[src/rtl/step_pulse_gen.sv]
// Synthetic step source: evenly spaced one-cycle pulses at a mode-selected steps/s, or a 9-second hybrid profile.
// All outputs are registered and line up with the internal counters; no backpressure, start is the only enable.
module step_pulse_gen #(
  parameter int CLK_HZ = 100_000_000,
  parameter int CNT_W  = 27
) (
  input  logic       clk,
  input  logic       reset,
  input  logic       start,
  input  logic [1:0] mode,
  output logic       stepPulse,
  output logic       secTick,
  output logic [3:0] hybridSec,
  output logic [7:0] rate,
  output logic       active,
  output logic       done
);

  typedef enum logic [1:0] {IDLE, RUN, DONE} state_t;

  localparam logic [CNT_W-1:0] SEC_LAST = CNT_W'(CLK_HZ - 1);

  function automatic logic [7:0] fixed_rate(input logic [1:0] m);
    case (m)
      2'b00:   fixed_rate = 8'd32;
      2'b01:   fixed_rate = 8'd64;
      2'b10:   fixed_rate = 8'd128;
      default: fixed_rate = 8'd0;
    endcase
  endfunction

  function automatic logic [7:0] hyb_rate(input logic [3:0] s);
    case (s)
      4'd1:    hyb_rate = 8'd20;
      4'd2:    hyb_rate = 8'd33;
      4'd3:    hyb_rate = 8'd66;
      4'd4:    hyb_rate = 8'd27;
      4'd5:    hyb_rate = 8'd70;
      4'd6:    hyb_rate = 8'd30;
      4'd7:    hyb_rate = 8'd19;
      4'd8:    hyb_rate = 8'd30;
      4'd9:    hyb_rate = 8'd33;
      default: hyb_rate = 8'd0;
    endcase
  endfunction

  // Only a handful of rates exist, so the divide folds to constants.
  function automatic logic [CNT_W-1:0] interval_of(input logic [7:0] r);
    case (r)
      8'd19:   interval_of = CNT_W'(CLK_HZ / 19);
      8'd20:   interval_of = CNT_W'(CLK_HZ / 20);
      8'd27:   interval_of = CNT_W'(CLK_HZ / 27);
      8'd30:   interval_of = CNT_W'(CLK_HZ / 30);
      8'd32:   interval_of = CNT_W'(CLK_HZ / 32);
      8'd33:   interval_of = CNT_W'(CLK_HZ / 33);
      8'd64:   interval_of = CNT_W'(CLK_HZ / 64);
      8'd66:   interval_of = CNT_W'(CLK_HZ / 66);
      8'd70:   interval_of = CNT_W'(CLK_HZ / 70);
      8'd128:  interval_of = CNT_W'(CLK_HZ / 128);
      default: interval_of = '1;
    endcase
  endfunction

  state_t           state_q, state_d;
  logic [CNT_W-1:0] sec_cnt_q, sec_cnt_d;
  logic [CNT_W-1:0] int_cnt_q, int_cnt_d;
  logic [7:0]       pulse_cnt_q, pulse_cnt_d;
  logic [7:0]       rate_q, rate_d;
  logic [3:0]       hyb_q, hyb_d;
  logic             step_q, step_d;
  logic             tick_q, tick_d;
  logic             active_q, active_d;
  logic             done_q, done_d;

  always_comb begin
    state_d     = state_q;
    sec_cnt_d   = sec_cnt_q;
    int_cnt_d   = int_cnt_q;
    pulse_cnt_d = pulse_cnt_q;
    rate_d      = rate_q;
    hyb_d       = hyb_q;

    case (state_q)
      IDLE: begin
        if (start) begin
          state_d     = RUN;
          sec_cnt_d   = '0;
          int_cnt_d   = '0;
          pulse_cnt_d = '0;
          if (mode == 2'b11) begin
            hyb_d  = 4'd1;
            rate_d = hyb_rate(4'd1);
          end else begin
            hyb_d  = 4'd0;
            rate_d = fixed_rate(mode);
          end
        end
      end

      RUN: begin
        if (!start) begin
          state_d     = IDLE;
          sec_cnt_d   = '0;
          int_cnt_d   = '0;
          pulse_cnt_d = '0;
          rate_d      = '0;
          hyb_d       = '0;
        end else if (sec_cnt_q == SEC_LAST) begin
          sec_cnt_d   = '0;
          int_cnt_d   = '0;
          pulse_cnt_d = '0;
          if (mode == 2'b11) begin
            if (hyb_q == 4'd9) begin
              state_d = DONE;
              rate_d  = '0;
            end else if (hyb_q == 4'd0) begin
              hyb_d  = 4'd1;
              rate_d = hyb_rate(4'd1);
            end else begin
              hyb_d  = hyb_q + 4'd1;
              rate_d = hyb_rate(hyb_q + 4'd1);
            end
          end else begin
            hyb_d  = 4'd0;
            rate_d = fixed_rate(mode);
          end
        end else begin
          sec_cnt_d = sec_cnt_q + CNT_W'(1);
          // step_q marks the firing cycle, so the interval restarts right after it.
          if (step_q) begin
            int_cnt_d   = '0;
            pulse_cnt_d = pulse_cnt_q + 8'd1;
          end else begin
            int_cnt_d = int_cnt_q + CNT_W'(1);
          end
        end
      end

      DONE: begin
        if (!start) begin
          state_d = IDLE;
          hyb_d   = '0;
        end
      end

      default: state_d = IDLE;
    endcase

    // Outputs look ahead at next state so they coincide with the counters they describe.
    step_d   = (state_d == RUN) && (int_cnt_d == interval_of(rate_d) - CNT_W'(1)) &&
               (pulse_cnt_d < rate_d);
    tick_d   = (state_d == RUN) && (sec_cnt_d == SEC_LAST);
    active_d = (state_d == RUN);
    done_d   = (state_d == DONE);
  end

  always_ff @(posedge clk or posedge reset) begin
    if (reset) begin
      state_q     <= IDLE;
      sec_cnt_q   <= '0;
      int_cnt_q   <= '0;
      pulse_cnt_q <= '0;
      rate_q      <= '0;
      hyb_q       <= '0;
      step_q      <= 1'b0;
      tick_q      <= 1'b0;
      active_q    <= 1'b0;
      done_q      <= 1'b0;
    end else begin
      state_q     <= state_d;
      sec_cnt_q   <= sec_cnt_d;
      int_cnt_q   <= int_cnt_d;
      pulse_cnt_q <= pulse_cnt_d;
      rate_q      <= rate_d;
      hyb_q       <= hyb_d;
      step_q      <= step_d;
      tick_q      <= tick_d;
      active_q    <= active_d;
      done_q      <= done_d;
    end
  end

  assign stepPulse = step_q;
  assign secTick   = tick_q;
  assign hybridSec = hyb_q;
  assign rate      = rate_q;
  assign active    = active_q;
  assign done      = done_q;

endmodule

[config.mk]
export PLATFORM = sky130hd
export DESIGN_NAME = step_pulse_gen
export DESIGN_NICKNAME = d
export VERILOG_FILES = /design/src/rtl/step_pulse_gen.sv
export SDC_FILE = /design/constraint.sdc
export NUM_CORES = 1
export LEC_CHECK = 0
export CAP_MARGIN = 20
export CORE_ASPECT_RATIO = 1.4
export CORE_MARGIN = 2
export CORE_UTILIZATION = 53
export CTS_CLUSTER_DIAMETER = 40
export DETAILED_ROUTE_END_ITERATION = 8
export PLACE_DENSITY = 0.73
export SLEW_MARGIN = 10
export SYNTH_ARGS = -nofsm -noshare
export SYNTH_HDL_FRONTEND = slang
export SYNTH_SLANG_ARGS = --single-unit
[constraint.sdc]
create_clock -name clk -period 6.05 [get_ports clk]
set_clock_uncertainty 0.1 [all_clocks]
set_input_delay 0.9075 -clock clk [delete_from_list [all_inputs] [get_ports clk]]
set_output_delay 0.9075 -clock clk [all_outputs]
set_load 0.02 [all_outputs]
==> results.yml <==
clock_tree:
  ctsHoldBuffers: 0
  numCtsBuffers: 9
  worstSkewPairLatency_ns: 0.34
  cts_root_buf: "clkbuf_16"
  cts_tree: "built"
  htreeDepth: 3
  clock_path_buffers: 2
  clk_pin_slew_ns: 0.07
  cts_num_sinks: 80
routing:
  wl_per_cell_um: 18.9
  vias: 5873
  first_pass_iters: 5
  drt_iter0_markers: 318
  drcViolationCount: 0
  viasPerCell: 6.45
  ant_nets: 0
  wl_mm: 17.2
timing:
  grt_setup_unrepaired: "no"
  hold_viol: 0
  tightest_slew_ns: 1.02
  setup_ws_ns: 0.428
  period_needed_ns: 5.62
  setup_tns_ns: 0
  timing.final.max_slew_violations: 0
  finalSetupViolations: 0
  slew_headroom: 0.318
  fmax_mhz: 178
  finalCritPeriodShare: 0.929
setup_path:
  cp.arrival_ns: 5.75
  worstPathCellList: "clkdlybuf4s50_1 -> and4_1 -> o21ai_0 -> nor3_4 -> and3_1 -> buf_4 -> a21oi_4 -> inv_1 -> nor4_2 -> nand2_1 -> and4_1 -> nand2_1 -> a21oi_1 -> ha_1 -> xnor2_1 -> a2111oi_1 -> o2111a_1 -> o2111ai_1 -> a2111oi_0 -> nand4_1 -> a2111oi_2"
  crit_fanout: 8
  criticalPathCategory: "in -> reg"
  slowest_delay_ns: 0.55
  cp_top_family: "compound AO/OA/AOI/OAI gates"
  cp_slowest_cell: "clkdlybuf4s50_1"
  timing.rr.end: "stepPulse"
  r2r_start: "sec_cnt_q[9]"
  reg2regPathDepth: 20
  cp-end-kind: "flip-flop"
  crit_required_ns: 6.18
  rrSetupSlack_ns: 0.45
  path_buf_inv: 3
  startpoint_type: "input port"
cells_and_area:
  area_delta_synth_final_pct: 13.1
  final_area_um2: 6800
  final_core_util: 0.609
  drive_above_1_share: 0.102
  fin_nets: 789
  diodes: 0
synth:
  synth.avg_cell_area_um2: 8.12
  synth_top_area_share: 0.333
  async_flop_share: 1.00
  synth_area_leaders: "dfrtp_1 33%, o21ai_0 8.5%, nand2_1 6.7%, ha_1 4.6%, nand3_1 3.2%"
  synthFlopType: "dfrtp_1"
  netlist_top_cells_count: "108 x nand2_1, 102 x o21ai_0, 80 x dfrtp_1"
  synth.cell_area_um2: 6010
  ys_warn_count: 0
  synth_top_cell_by_area: "dfrtp_1"
  synth_edf_count: 0
  syn_nets: 767
  yosysSeqAreaShare: 0.333
  ys_ff_latch: 80
  synth_cells: 740
  synth.most_common_cell: "nand2_1"
  synth_cell_types: 81
outcome:
  status: "finished, final reports clean"
worst_hold_path:
  hold_end: "sec_cnt_q[7]"
  hp-class: "reg -> reg"
  worstHoldStart: "sec_cnt_q[7]"
  holdPathStages: 1
global_route:
  antenna_found_initial: 0
  grt.total_usage: 0.290
  grt_pass1_vias: 5576
  grt_overflow_total: 0
  grt_max_degree: 81
  grt_pass1_wl_mm: 27.9
floorplan:
  die_y_um: 130
  fp.dieW_um: 94.0
  core_um2: 11200
  dieArea_um2: 12200
  pin_count: 21
  initial_utilization: 0.538
  core.rowCount: 46
power:
  pwr_density_cell_nw_per_um2: 342
  leakage_nw: 2.91
  finalPower_mw: 2.32
  ir_drop_uv: 217
placement:
  io_buffers: 20
  post-dp-hpwl_mm: 12.6
  place_congestion: 1.04
  dp_slack_ns: -0.0460
  placed_area_um2: 6440
run:
  cap_viol_max_count: 0
[registers in the layout (all words and copies together) (netlist names)]
register	flops
active	1
done	1
hybridSec	4
int_cnt_q	27
pulse_cnt_q	8
rate	8
secTick	1
sec_cnt_q	27
state_q	2
stepPulse	1
[how the worst max path moves through the flow]
stage | start | endpoint | slack, ns | depth (start not counted)
after floorplan | start | stepPulse | 0.56 | 19
after global placement | mode[1] | stepPulse | 0.20 | 21
after detailed placement | mode[1] | stepPulse | -0.05 | 19
after CTS | sec_cnt_q[9] | stepPulse | 0.20 | 17
after global routing | sec_cnt_q[0] | stepPulse | 0.01 | 21
final | mode[1] | stepPulse | 0.43 | 21
[cell usage in the layout, fill, tap and decap left out, drive strengths merged, types with 6 or more instances in the layout]
cell / count
a211oi: 6
a21o: 6
a21oi: 34
a31oi: 14
and2: 17
and3: 25
and4: 9
buf: 28
clkbuf: 10
clkdlybuf4s50: 20
dfrtp: 80
ha: 22
inv: 20
mux2i: 11
nand2: 108
nand3: 40
nand4: 20
nor2: 34
nor3: 17
nor4: 11
o21ai: 104
o31ai: 10
xnor2: 12
xor2: 11
[cell type report]
cell class | count | area (µm²)
clock buffers | 10 | 229
clock inverters | 6 | 67.6
fillers | 994 | 4370
inverters | 20 | 83.8
multi-input cells | 603 | 3800
flip-flops and latches | 80 | 2000
well taps | 144 | 180
repair buffers | 48 | 434
[layer usage]
metal	share of wire	wire, µm	GRT usage
met5	0	0	0
met4	0.042	714	0.129
met3	0.036	625	0.0358
met2	0.53	9060	0.527
met1	0.40	6810	0.339
[cells by family after synthesis]
| logic type | share of synthesized area |
|---|---|
| and+or+nand+nor | 0.295 |
| AOI/OAI and AO/OA | 0.226 |
| DFF | 0.333 |
| buffers and inverters | 0.0414 |
| xor gates and xnor gates | 0.0335 |
| adders and majority gates | 0.0458 |
| muxes | 0.0246 |
[where the power goes]
group	internal, mW	switching, mW	leakage (nW)
registers	0.570	0.0437	1.11
logic	0.453	0.702	1.67
clock network	0.322	0.232	0.139
[through the flow]
stage	hold slack, ns	instances
after floorplan	0.375	740
after global placement	0.414	894
after detailed placement	0.408	894
after CTS	0.418	910
after global routing	0.451	911
final	0.419	911
[repair_timing]
| action | in CTS | in global routing |
|---|---|---|
| resized for setup | 0 | 7 |
| endpoints found under the setup margin | 0 | 1 |
| buffers inserted | 0 | 0 |
No activity file was read; power rests on OpenSTA's default activity.
